### src/rtl/regfile_pkg.sv
// Shared constants, types and small helpers for the register-file read stage.
package regfile_pkg;

    localparam int XLEN       = 64;
    localparam int NUM_REGS   = 32;
    localparam int ZERO_REG   = 31;
    localparam int FIFO_DEPTH = 2;

    localparam int ADDR_W    = $clog2(NUM_REGS);
    localparam int PAYLOAD_W = 2 * XLEN;
    localparam int PTR_W     = (FIFO_DEPTH > 1) ? $clog2(FIFO_DEPTH) : 1;
    localparam int CNT_W     = $clog2(FIFO_DEPTH + 1);

    typedef logic [ADDR_W-1:0] reg_addr_t;

    localparam reg_addr_t ZERO_ADDR = reg_addr_t'(ZERO_REG);

    // Port 2 data sits in the upper half of the buffered payload.
    typedef struct packed {
        logic [XLEN-1:0] rd2;
        logic [XLEN-1:0] rd1;
    } rsp_payload_t;

    function automatic logic [PTR_W-1:0] ptr_inc(input logic [PTR_W-1:0] p);
        if (p == PTR_W'(FIFO_DEPTH - 1)) begin
            return {PTR_W{1'b0}};
        end else begin
            return p + 1'b1;
        end
    endfunction

endpackage

### src/rtl/rd_skid_buffer.sv
// Small valid/ready response FIFO holding captured read data until the consumer
// takes it. Output data is forced to zero whenever nothing is valid.
module rd_skid_buffer
    import regfile_pkg::*;
(
    input  logic                 clk,
    input  logic                 rst_n,
    input  logic                 i_in_valid,
    output logic                 o_in_ready,
    input  logic [PAYLOAD_W-1:0] i_in_data,
    output logic                 o_out_valid,
    input  logic                 i_out_ready,
    output logic [PAYLOAD_W-1:0] o_out_data
);

    logic [PAYLOAD_W-1:0] r_mem [FIFO_DEPTH];
    logic [PTR_W-1:0]     r_wr_ptr;
    logic [PTR_W-1:0]     r_rd_ptr;
    logic [CNT_W-1:0]     r_count;

    logic                 w_full;
    logic                 w_push;
    logic                 w_pop;
    logic [CNT_W-1:0]     w_count_next;

    // A full buffer refuses new data even when it is popping on the same edge.
    always_comb begin
        w_full      = (r_count == CNT_W'(FIFO_DEPTH));
        o_in_ready  = rst_n & ~w_full;
        o_out_valid = (r_count != {CNT_W{1'b0}});
        w_push      = i_in_valid & o_in_ready;
        w_pop       = o_out_valid & i_out_ready;
    end

    // Occupancy update from the push/pop pair.
    always_comb begin
        w_count_next = r_count;
        case ({w_push, w_pop})
            2'b10:   w_count_next = r_count + 1'b1;
            2'b01:   w_count_next = r_count - 1'b1;
            default: w_count_next = r_count;
        endcase
    end

    // Pointer and occupancy state.
    always_ff @(posedge clk or negedge rst_n) begin
        if (!rst_n) begin
            r_wr_ptr <= {PTR_W{1'b0}};
            r_rd_ptr <= {PTR_W{1'b0}};
            r_count  <= {CNT_W{1'b0}};
        end else begin
            if (w_push) begin
                r_wr_ptr <= ptr_inc(r_wr_ptr);
            end
            if (w_pop) begin
                r_rd_ptr <= ptr_inc(r_rd_ptr);
            end
            r_count <= w_count_next;
        end
    end

    // Payload storage; entries are written once and never modified in place.
    always_ff @(posedge clk or negedge rst_n) begin
        if (!rst_n) begin
            for (int i = 0; i < FIFO_DEPTH; i++) begin
                r_mem[i] <= {PAYLOAD_W{1'b0}};
            end
        end else if (w_push) begin
            r_mem[r_wr_ptr] <= i_in_data;
        end
    end

    // Head presentation, zeroed while empty.
    always_comb begin
        if (o_out_valid) begin
            o_out_data = r_mem[r_rd_ptr];
        end else begin
            o_out_data = {PAYLOAD_W{1'b0}};
        end
    end

endmodule

### src/rtl/regfile_read_stage.sv
// Two-read/one-write register file with a buffered, valid/ready read response.
// Optional macro REGFILE_BYPASS_EN forwards same-edge write data into captured reads.
module regfile_read_stage
    import regfile_pkg::*;
(
    input  logic            clk,
    input  logic            rst_n,
    input  logic            req_valid,
    output logic            req_ready,
    input  reg_addr_t       ra1,
    input  reg_addr_t       ra2,
    output logic            rsp_valid,
    input  logic            rsp_ready,
    output logic [XLEN-1:0] rd1,
    output logic [XLEN-1:0] rd2,
    input  logic            wr_en,
    input  reg_addr_t       wa,
    input  logic [XLEN-1:0] wd
);

`ifdef REGFILE_BYPASS_EN
    localparam bit BYPASS_EN = 1'b1;
`else
    localparam bit BYPASS_EN = 1'b0;
`endif

    logic [XLEN-1:0]      r_regs [NUM_REGS];

    logic                 w_wr_fire;
    logic [XLEN-1:0]      w_rd1_data;
    logic [XLEN-1:0]      w_rd2_data;
    rsp_payload_t         w_capture;
    rsp_payload_t         w_head;
    logic [PAYLOAD_W-1:0] w_head_bits;
    logic                 w_in_ready;

    assign w_wr_fire = wr_en & (wa != ZERO_ADDR);

    // Architectural register storage; the zero register is never written.
    always_ff @(posedge clk or negedge rst_n) begin
        if (!rst_n) begin
            for (int i = 0; i < NUM_REGS; i++) begin
                r_regs[i] <= {XLEN{1'b0}};
            end
        end else if (w_wr_fire) begin
            r_regs[wa] <= wd;
        end
    end

    // Read port 1: zero register first, then optional forwarding, then storage.
    always_comb begin
        w_rd1_data = {XLEN{1'b0}};
        if (ra1 == ZERO_ADDR) begin
            w_rd1_data = {XLEN{1'b0}};
        end else if (BYPASS_EN && w_wr_fire && (wa == ra1)) begin
            w_rd1_data = wd;
        end else begin
            w_rd1_data = r_regs[ra1];
        end
    end

    // Read port 2, resolved independently of port 1.
    always_comb begin
        w_rd2_data = {XLEN{1'b0}};
        if (ra2 == ZERO_ADDR) begin
            w_rd2_data = {XLEN{1'b0}};
        end else if (BYPASS_EN && w_wr_fire && (wa == ra2)) begin
            w_rd2_data = wd;
        end else begin
            w_rd2_data = r_regs[ra2];
        end
    end

    // Payload packing for the response buffer.
    always_comb begin
        w_capture     = '{rd2: w_rd2_data, rd1: w_rd1_data};
        w_head        = rsp_payload_t'(w_head_bits);
        req_ready     = w_in_ready;
        rd1           = w_head.rd1;
        rd2           = w_head.rd2;
    end

    rd_skid_buffer u_rsp_buf (
        .clk         (clk),
        .rst_n       (rst_n),
        .i_in_valid  (req_valid),
        .o_in_ready  (w_in_ready),
        .i_in_data   (w_capture),
        .o_out_valid (rsp_valid),
        .i_out_ready (rsp_ready),
        .o_out_data  (w_head_bits)
    );

endmodule

### config.mk
export PLATFORM = sky130hd
export DESIGN_NAME = regfile_read_stage
export DESIGN_NICKNAME = d
export VERILOG_FILES = /design/src/rtl/regfile_pkg.sv /design/src/rtl/rd_skid_buffer.sv /design/src/rtl/regfile_read_stage.sv
export SDC_FILE = /design/constraint.sdc
export NUM_CORES = 2
export LEC_CHECK = 0
export BUFFER_PORTS_ARGS = -buffer_cell sky130_fd_sc_hd__buf_2
export CORE_MARGIN = 1
export CORE_UTILIZATION = 64
export DETAILED_ROUTE_END_ITERATION = 12
export PLACE_DENSITY = 0.81
export SYNTH_ARGS = -nofsm -noshare
export SYNTH_HDL_FRONTEND = slang
export SYNTH_SLANG_ARGS = --single-unit
### constraint.sdc
create_clock -name clk -period 2 [get_ports clk]
set_input_delay 0 -clock clk [delete_from_list [all_inputs] [get_ports clk]]
set_output_delay 0 -clock clk [all_outputs]
set_load 0.03 [all_outputs]
==> out/results.txt <==
The initial antenna violation count is 18, and the part of the power in the clock network is 28.5%. The full die area was 187,500 µm². The routed design has 417,800 µm of wire. The number of failing hold endpoints at the final stage came out at 0.

The average routed wire per standard cell came out at 37.05 µm. The top-level I/O count was 214; the share of total power consumed by net switching was 32.92%. Compared with the post-synthesis result, the final layout area differs by 16.59%. The dominant cell type by count on the critical path is buf_4.

The total leakage power is 61.20 nW. During placement, the flow inserted port buffers numbering 213. Overall power consumption after layout is estimated at 159.4 mW. OpenSTA, run right after detailed placement, puts the worst setup slack at -0.6242 ns. The tools report the arrival time of data at the critical path endpoint as 2.53 ns. The number of setup violations in the final report was 209. The largest individual stage delay along the critical path comes from the cell dfrtp_4. Averaged over all synthesized cells, the footprint is 14.29 µm².

For this run, design rule violations remaining after detail routing come to 0. The worst path uses 126.3% of the clock period. Layout cell share with drive strength beyond 1: 46.97%. TritonCTS built the clock tree. In this run the tightest slew margin relative to its limit is 19.66%. Synthesis produced 8,321 cells. Once placement completed, the tool counted placed cells totaling 10,720. The final hold slack came out at 0.09577 ns. Measured on the finished design, the core utilization comes to 75.40%. Largest fanout of any net on the critical path: 9. The run gives 11,280 as the final cell count without fillers. Setup repair after global routing could not meet its margin everywhere.

For this run, the leading register cell type out of synthesis is dfrtp_1. The pre-antenna-repair detailed-routing pass consisted of 9 iterations. In this run the power spent charging and discharging nets is 52.50 mW. VDD sags by at most 1.013 mV.

For the placeable core region, the log shows 183,900 µm². The Yosys step of the flow raised 0 warnings. Number of placement rows: 157. The run gives 89,640 as the via count of the first global-routing pass. The tools report the slack of the critical path as -0.5261 ns. dfrtp_1 takes more of the synthesized area than any other cell.

The power density of the placed cells is 1150 nW/µm², and the longest individual stage delay on the worst path is 0.45 ns. The tool flagged a number of max-cap violations equal to 0. The wire-length estimate of the detail-placed layout is 251,200 µm.

In the final design database the tool counted 8,689 nets. Global routing used 44.22% of the available tracks across all layers. Final period demand of the worst path: 2.526 ns. The critical path capture point type was an output port. The die span in x came out at 433.0 µm.

By count the netlist is led by dfrtp_1 (2,308), mux2_2 (1,903), mux4_2 (745). Tracing the worst setup path back leads to its startpoint at u_rsp_buf.r_rd_ptr. In this run the remaining antenna-violating nets after routing total 0. From bottom edge to top edge, the die measures 433.0 µm. The worst hold path class was in2reg.

Counting distinct cell types in the post-synthesis netlist gives 54. The final number of max-transition violations came out at 0. The tools report the category of the worst setup path launch point as a flop.

Traced cell by cell, the critical path runs through buf_12 > clkbuf_16 > mux2i_1 > buf_4 > nor2_1 > buf_4. The residual overflow from global routing came out at 0. The first global-routing pass estimated 602,800 µm of wire.

The part of the total power dissipated in combinational logic is 30.4%. The clock passes through at most 3 buffers. The maximum clock skew at final layout came out at 0.03725 ns.

For the worst endpoint required time, the log shows 2.00 ns. For the largest net degree at the start of global routing, the log shows 132. After detailed routing, the number of vias per cell comes to 7.711.

CTS built an H-tree with a depth of 4. The flow ran to the end, but the final reports show violations. The flop and latch count out of synthesis is 2,308, and the initial core utilization is 64.67%. The synthesized netlist occupies a cell area of 118,900 µm². Internal power comes to 106.9 mW.

Across all layers, the routed design uses 86,950 vias. In this run the biggest area consumer among cell types represents 48.57% of the synthesized area. The number of clock buffers added by TritonCTS is 229. The share of the Yosys chip area taken by registers is 48.57%. Counting flops with an async set or reset pin after synthesis yields a share of 100.0%. Counting flops with a built-in enable in the synthesized netlist gives 0.

Number of nets produced by synthesis: 8,406. In this run the most critical hold path is launched from wa[0]. By instance count, the leading cell after synthesis is dfrtp_1.

Worst reg2reg path startpoint: u_rsp_buf.r_count[1]. CTS saw 2,308 sinks. The critical path in this run is classified as reg2out. Static timing analysis puts the maximum clock frequency at 395.9 MHz.

Root buffer selected by CTS: clkbuf_16. The measured slew at the worst slew-check pin came out at 1.203 ns. After clock tree synthesis, the clock-pin slew on the worst setup and hold paths is 0.07 ns.

Ranked by total cell area, the synthesized netlist is headed by dfrtp_1 (49%), mux2_2 (18%), mux4_2 (14%). Clock latency on the worst-skew pair, taken at its later pin, is 0.90 ns. Per report_power, the sequential group accounts for 41.2% of the total. At the end of routability-driven placement, the weighted congestion stood at 0.9368. The tools report the detailed router's first-iteration violation count as 12,510. The checks that failed: negative setup slack.
power by group through the flow:
stage,combinational (mW),sequential [mW],clock [mW]
after global routing,49.7,66.4,47.1
after global placement,38.2,63.7,0
after detailed placement,39.5,64.8,0
after CTS,45.1,64.6,45.2
after floorplan,26.2,62.1,0
final,48.4,65.6,45.4
final timing paths:
path	to	slack, ns	cells past startpoint
worst min-delay path	r_regs[930]	0.1	4
max in group asynchronous	r_regs[1132]	0.47	6
min in group asynchronous	r_regs[755]	0.32	4
worst max register to register	u_rsp_buf.r_mem[155]	-0.19	7
worst max-delay path	rd2[28]	-0.53	6
worst min register to register	r_regs[20]	0.40	0
flip-flops by register name, indices dropped and copies added (netlist names):
signal              count
u_rsp_buf.r_rd_ptr      1
u_rsp_buf.r_count       2
r_regs               2048
u_rsp_buf.r_wr_ptr      1
u_rsp_buf.r_mem       256
worst max-delay path, delay by kind of cell (launching register included):
kind                   cells  cell delay [ns]
muxes                      1             0.22
and+or+nand+nor            1             0.06
DFF                        1             0.45
buffers and inverters      4             0.86
layout make-up:
cell class,instances,area (µm²)
clock inverter,90,1089
timing repair buffer,991,12110
multi-input combinational,5069,57780
clock buffer,337,6754
fill,10310,45240
tap,2464,3083
sequential,2308,57760
antenna,12,30.03
inverter,5,23.77
timing repair:
action                                   CTS  global route
pin swaps                                  8            10
hold endpoints to repair                4293            24
gates cloned                              16             4
setup buffers                             27             2
endpoints found under the setup margin   129          2239
resized for setup                        321           198
hold buffers                              78             4
metrics by stage:
| step | area (µm²) | setup TNS [ns] |
|---|---|---|
| finish | 138600 | -56.72 |
| global route | 138600 | -55.26 |
| CTS | 137800 | -316.04 |
| detailed placement | 127300 | -103.46 |
| global placement | 127300 | -97.83 |
| floorplan | 118900 | 0 |
placed cells by master (no fill, tap or decap), drive strengths merged, types with 12 or more instances in the layout:
cell,count
diode,12
clkbuf,344
mux2,2006
a32oi,22
mux2i,690
bufinv,22
a21oi,189
nand3,27
dfrtp,2308
o21ai,210
clkinv,57
nand2,274
o221ai,168
dlygate4sd3,81
buf,903
a22oi,254
a22o,151
o22ai,63
a211oi,64
nor2,151
mux4,745
nor2b,12
per-layer routing:
metal / vias up / global-route usage [%] / part of all wire [%]
li1: 32350 / - / -
met4: 18 / 34.68 / 9.2
met2: 7391 / 64.47 / 44
met3: 2200 / 13.37 / 13
met1: 44980 / 55.41 / 34
met5: - / 0 / 0.041
kinds of logic after synthesis:
family / count (synthesis) / synth area share, %
xor gates and xnor gates: 4 / 0.02947
AOI/OAI and AO/OA: 1128 / 6.577
adders and majority gates: 1 / 0.01052
buffers and inverters: 944 / 4.082
DFF: 2308 / 48.57
muxes: 3441 / 38.92
and+or+nand+nor: 495 / 1.809
No activity file was read; power rests on OpenSTA's default activity.
